[config.mk]
export PLATFORM = sky130hd
export DESIGN_NAME = tick_phase_timer
export DESIGN_NICKNAME = d
export VERILOG_FILES = /design/src/rtl/tick_phase_timer.sv
export SDC_FILE = /design/constraint.sdc
export NUM_CORES = 1
export LEC_CHECK = 0
export ABC_CLOCK_PERIOD_IN_PS = 3300
export CORE_UTILIZATION = 51
export DETAILED_ROUTE_END_ITERATION = 16
export GPL_TIMING_DRIVEN = 1
export PLACE_DENSITY = 0.81
export SKIP_LAST_GASP = 1
export SYNTH_ARGS = -nofsm -noshare
export SYNTH_HDL_FRONTEND = slang
export SYNTH_SLANG_ARGS = --single-unit
[constraint.sdc]
create_clock -name mclk -period 3.3 [get_ports mclk]
set_input_delay 0.495 -clock mclk [delete_from_list [all_inputs] [get_ports mclk]]
set_output_delay 0.495 -clock mclk [all_outputs]
set_load 0.1 [all_outputs]
[src/rtl/tick_phase_timer.sv]
// ---------------------------------------------------------------------------
// tick_phase_timer
//
// Phase countdown timer driven by a slow, asynchronous "seconds" clock.
// clk_slow is never used as a clock. It is sampled as data through a
// SYNC_STAGES-deep synchronizer and a history flop. Each rising edge then
// becomes a one-cycle registered tick. Every PRESCALE ticks in RUN, the
// remaining-seconds count drops by one. Reaching zero enters DONE and pulses
// done for one cycle.
//
// Parameters
//   SYNC_STAGES  synchronizer depth on clk_slow (2..4)
//   PRESCALE     ticks per count decrement (2..1023)
//
// Ports
//   mclk      in   system clock, all state on its rising edge
//   rst       in   asynchronous reset, active low
//   clk_slow  in   slow clock, asynchronous to mclk, sampled as data
//   load      in   load load_val into count (IDLE/DONE only)
//   load_val  in   [11:0] phase duration in seconds
//   start     in   begin counting from IDLE, resume from PAUSE
//   pause     in   hold counting (RUN only)
//   clear     in   abort, return to IDLE with count 0
//   tick      out  one-cycle pulse per clk_slow rising edge
//   count     out  [11:0] remaining seconds
//   busy      out  high in RUN or PAUSE
//   done      out  one-cycle pulse on entry to DONE
//   state     out  [1:0] IDLE=00 RUN=01 PAUSE=10 DONE=11
//
// Control priority each cycle is clear > load > start > pause. Only the
// highest-priority asserted input has any effect. If that input is not
// meaningful in the current state (for example load in RUN), the cycle
// behaves as if no control were asserted.
// ---------------------------------------------------------------------------
module tick_phase_timer #(
    parameter int SYNC_STAGES = 2,
    parameter int PRESCALE    = 190
) (
    input  logic        mclk,
    input  logic        rst,
    input  logic        clk_slow,
    input  logic        load,
    input  logic [11:0] load_val,
    input  logic        start,
    input  logic        pause,
    input  logic        clear,
    output logic        tick,
    output logic [11:0] count,
    output logic        busy,
    output logic        done,
    output logic [1:0]  state
);

    typedef enum logic [1:0] {
        ST_IDLE  = 2'b00,
        ST_RUN   = 2'b01,
        ST_PAUSE = 2'b10,
        ST_DONE  = 2'b11
    } state_t;

    localparam logic [9:0] PRESC_LAST = 10'(PRESCALE - 1);

    // -----------------------------------------------------------------------
    // clk_slow synchronizer, history flop and tick generation
    // -----------------------------------------------------------------------
    logic [SYNC_STAGES-1:0] sync_q;
    logic                   hist_q;
    logic                   tick_q;

    always_ff @(posedge mclk or negedge rst) begin
        if (!rst) begin
            sync_q <= '0;
            hist_q <= 1'b0;
            tick_q <= 1'b0;
        end else begin
            sync_q <= {sync_q[SYNC_STAGES-2:0], clk_slow};
            hist_q <= sync_q[SYNC_STAGES-1];
            // Rising edge seen at the end of the chain. The history flop
            // holds the previous value of the last stage.
            tick_q <= sync_q[SYNC_STAGES-1] & ~hist_q;
        end
    end

    // -----------------------------------------------------------------------
    // Phase state machine: registers
    // -----------------------------------------------------------------------
    state_t      state_q, state_d;
    logic [11:0] count_q, count_d;
    logic [9:0]  presc_q, presc_d;
    logic        done_q,  done_d;

    always_ff @(posedge mclk or negedge rst) begin
        if (!rst) begin
            state_q <= ST_IDLE;
            count_q <= '0;
            presc_q <= '0;
            done_q  <= 1'b0;
        end else begin
            state_q <= state_d;
            count_q <= count_d;
            presc_q <= presc_d;
            done_q  <= done_d;
        end
    end

    // -----------------------------------------------------------------------
    // Phase state machine: next state
    // -----------------------------------------------------------------------
    // Priority-resolved controls: at most one of these is high in a cycle.
    logic ctrl_load;
    logic ctrl_start;
    logic ctrl_pause;

    assign ctrl_load  = ~clear & load;
    assign ctrl_start = ~clear & ~load & start;
    assign ctrl_pause = ~clear & ~load & ~start & pause;

    always_comb begin
        state_d = state_q;
        count_d = count_q;
        presc_d = presc_q;
        done_d  = 1'b0;

        if (clear) begin
            state_d = ST_IDLE;
            count_d = '0;
            presc_d = '0;
        end else begin
            case (state_q)
                ST_IDLE: begin
                    if (ctrl_load) begin
                        count_d = load_val;
                        presc_d = '0;
                    end else if (ctrl_start) begin
                        // A zero-length phase finishes at once and never
                        // enters RUN, so count can never wrap.
                        if (count_q != 12'd0) begin
                            state_d = ST_RUN;
                        end else begin
                            state_d = ST_DONE;
                            done_d  = 1'b1;
                        end
                    end
                end

                ST_RUN: begin
                    if (ctrl_pause) begin
                        // The tick in this cycle, if any, is dropped.
                        state_d = ST_PAUSE;
                    end else if (tick_q) begin
                        if (presc_q == PRESC_LAST) begin
                            presc_d = '0;
                            count_d = count_q - 12'd1;
                            if (count_q == 12'd1) begin
                                state_d = ST_DONE;
                                done_d  = 1'b1;
                            end
                        end else begin
                            presc_d = presc_q + 10'd1;
                        end
                    end
                end

                ST_PAUSE: begin
                    if (ctrl_start) begin
                        state_d = ST_RUN;
                    end
                end

                ST_DONE: begin
                    if (ctrl_load) begin
                        state_d = ST_IDLE;
                        count_d = load_val;
                        presc_d = '0;
                    end
                end

                default: begin
                    state_d = ST_IDLE;
                end
            endcase
        end
    end

    // -----------------------------------------------------------------------
    // Outputs
    // -----------------------------------------------------------------------
    assign tick  = tick_q;
    assign count = count_q;
    assign done  = done_q;
    assign state = state_q;
    assign busy  = (state_q == ST_RUN) || (state_q == ST_PAUSE);

endmodule

==> impl_metrics.env <==
export IMPL_status="completed"
export IMPL_synth_cell_types=44
export IMPL_netlist_area_sq_mm=0.00179
export IMPL_grt_pass1_wl_mm=6.65
export IMPL_diodes=0
export IMPL_cap_violations=0
export IMPL_die_area_sq_mm=0.00375
export IMPL_fin_crit_sh_pct=76.2
export IMPL_cts_setup_buffers=0
export IMPL_startpoint="presc_q[6]"
export IMPL_routedWlPerCell_um=15.1
export IMPL_synthSimpleGateAreaFrac_pct=21.3
export IMPL_async_reset_ff_share_pct=100
export IMPL_startpoint_type="register"
export IMPL_worstPathArrival_ns=2.74
export IMPL_cts_resized=0
export IMPL_ctsHoldBuffers=0
export IMPL_switchingPower_uw=1220
export IMPL_ys_top_cells_by_area="dfrtp_1 41%, ha_1 7.0%, o21ai_0 7.0%"
export IMPL_num_vias=1660
export IMPL_switching_share_pct=56.1
export IMPL_synth_seq_cells=29
export IMPL_via_per_inst=5.89
export IMPL_p_leak_uw=0.000929
export IMPL_overflow=0
export IMPL_drcViolationCount=0
export IMPL_max_freq_mhz=398
export IMPL_yosys_area_top_type="dfrtp_1"
export IMPL_fin_util_pct=67.1
export IMPL_drv_slew=0
export IMPL_fp_dieW_um=61.2
export IMPL_hold_class="register to register"
export IMPL_wl_mm=4.27
export IMPL_synth_compound_area_share_pct=23.6
export IMPL_synth_flop_cell="dfrtp_1"
export IMPL_drive_above_1_share_pct=11.0
export IMPL_synth_warnings=0
export IMPL_yosysSeqAreaShare_pct=40.6
export IMPL_fin_tns_setup_ns=0
export IMPL_tritoncts="done"
export IMPL_rows=21
export IMPL_tightest_slew_ns=0.966
export IMPL_cts_path_max_buffers=2
export IMPL_finalNetCount=264
export IMPL_first_global_vias=1466
export IMPL_synth_enable_flop_cells=0
export IMPL_grt_usage_pct=24.5
export IMPL_crit_type="register to register"
export IMPL_p_clk_share_pct=11.7
export IMPL_gp_congestion=0.848
export IMPL_vdd_drop_max_mv=0.461
export IMPL_synth_xor_area_share_pct=0.490
export IMPL_clock_sinks=29
export IMPL_synthAdderAreaFrac_pct=6.99
export IMPL_report_power_total_uw=2180
export IMPL_syn_area_per_cell_sq_um=9.13
export IMPL_power_frac_seq_pct=24.8
export IMPL_reg2reg_setup_slack_ns=0.79
export IMPL_first_pass_iters=4
export IMPL_ant_nets=0
export IMPL_hp_start="sync_q[0]"
export IMPL_die_h_um=61.2
export IMPL_worstPathMaxFanout=15
export IMPL_critPathCaptureType="register"
export IMPL_areaGrowthSynthToFinish_pct=25.2
export IMPL_power_density_mw_per_mm2=972
export IMPL_slew_headroom_pct=35.4
export IMPL_cts_made_buffers=5
export IMPL_drtIter0Drc=89
export IMPL_synth_top_cell_area_share_pct=40.6
export IMPL_antenna_found_initial=0
export IMPL_setup_violations=0
export IMPL_place_hpwl_mm=3.03
export IMPL_cp_required_ns=3.53
export IMPL_muxShareOfSynthArea_pct=1.12
export IMPL_rsz0062_at_grt="false"
export IMPL_combPwrFrac_pct=63.6
export IMPL_grt_max_degree=30
export IMPL_finalWorstPathRequiredPeriod_ns=2.51
export IMPL_initial_core_util_pct=53.6
export IMPL_coreArea_sq_mm=0.00334
export IMPL_finClkSkew_ns=0.0132
export IMPL_top_level_ports=36
export IMPL_cts_root_buf="clkbuf_4"
export IMPL_synth_cells=196
export IMPL_synth_top_family_by_area="compound AO/OA/AOI/OAI gates"
export IMPL_clk_pin_slew_ns=0.09
export IMPL_reg2reg_from="presc_q[6]"
export IMPL_finalHoldViolCount=0
export IMPL_syn_nets=225
export IMPL_p_int_uw=956
export IMPL_insertion_delay_ns=0.34
export IMPL_cts_max_level=2
export IMPL_hold_ws_ns=0.369
export IMPL_port_buffers=35
-- power groups by stage --
stage               registers (uW)  clock network (uW)  logic, uW
floorplan                      966                   0        671
global placement               541                   0       1360
global route                   552                 272       1480
detailed placement             544                   0       1380
finish                         539                 254       1380
CTS                            538                 257       1380
-- worst max-delay path, cell delays in order, from the launching register on --
cell and delay [ns]:
dfrtp_1 0.45, or4b_4 0.57, or4_1 0.48, a31o_1 0.38, buf_4 0.24, o21ai_0 0.18, o31ai_1 0.09
-- state kept, by name, indices dropped and copies added (netlist names) --
register	cells
count	12
sync_q	2
tick	1
state	2
presc_q	10
done	1
hist_q	1
-- cells by family (layout without fill, tap and decap cells) --
logic type	after synthesis	in the layout
compound gates	66	66
xor+xnor	1	1
fa+ha+maj	10	10
buf+inv	20	60
flops	29	29
mux	2	2
simple gates	68	68
-- synth_stat cells, drive strengths merged, types with 2 or more instances --
library cell / number
nand2b: 3
nand4b: 2
nand3: 5
or4b: 2
nor4b: 3
mux2i: 2
a21oi: 10
ha: 10
nor2: 13
clkbuf: 5
buf: 3
a31oi: 3
nor3: 6
o21ai: 25
inv: 12
nor4: 4
nor2b: 7
or4: 4
o41ai: 4
dfrtp: 29
nand2: 14
o31ai: 10
a211o: 3
a32oi: 3
-- final cells by class --
cell class                      instances  area [sq um]
Multi-Input combinational cell        147           961
Tap cell                               46          57.6
Timing Repair Buffer                   40           378
Sequential cell                        29           728
Clock buffer                            7          65.1
Clock inverter                          1          5.00
Fill cell                             289          1100
Inverter                               12          45.0
-- through the flow --
stage | cell area (sq um) | worst slack (ns) | instances
floorplan | 1790 | 0.0819 | 196
global placement | 2170 | 0.718 | 274
detailed placement | 2170 | 0.633 | 274
CTS | 2240 | 0.784 | 282
global route | 2240 | 0.671 | 282
finish | 2240 | 0.787 | 282
-- cells in the final DEF (no fill, tap or decap), types with 3 or more instances in the layout --
| cell type | Yosys | final |
|---|---|---|
| a21oi_1 | 10 | 10 |
| o41ai_1 | 4 | 4 |
| or4_1 | 4 | 4 |
| o21ai_0 | 25 | 25 |
| nand2_1 | 14 | 14 |
| o31ai_1 | 10 | 10 |
| buf_4 | 0 | 9 |
| clkbuf_4 | 0 | 5 |
| inv_1 | 12 | 12 |
| nor4_1 | 4 | 4 |
| dfrtp_1 | 29 | 27 |
| a31oi_1 | 3 | 3 |
| ha_1 | 10 | 9 |
| nor2b_1 | 7 | 7 |
| nand3_1 | 5 | 5 |
| nor2_1 | 13 | 13 |
| clkdlybuf4s50_1 | 0 | 31 |
| a32oi_1 | 3 | 3 |
| nor3_1 | 6 | 6 |
| nand2b_1 | 3 | 3 |
-- worst paths after layout --
check / cells past startpoint / end
worst max-delay path: 6 / count[3]
worst min-delay path: 0 / sync_q[1]
worst max register to register: 6 / count[3]
worst min register to register: 0 / sync_q[1]
max in group asynchronous: 2 / state[0]
min in group asynchronous: 2 / count[8]
-- layer usage --
layer	track usage [%]	vias to the layer above	share of wire [%]
met5	0	-	0
met3	7.35	11	5.6
met2	39.0	61	47
met1	31.7	779	46
li1	-	809	-
met4	8.77	0	2.0
Note: power is estimated with default switching activity, not from simulation.
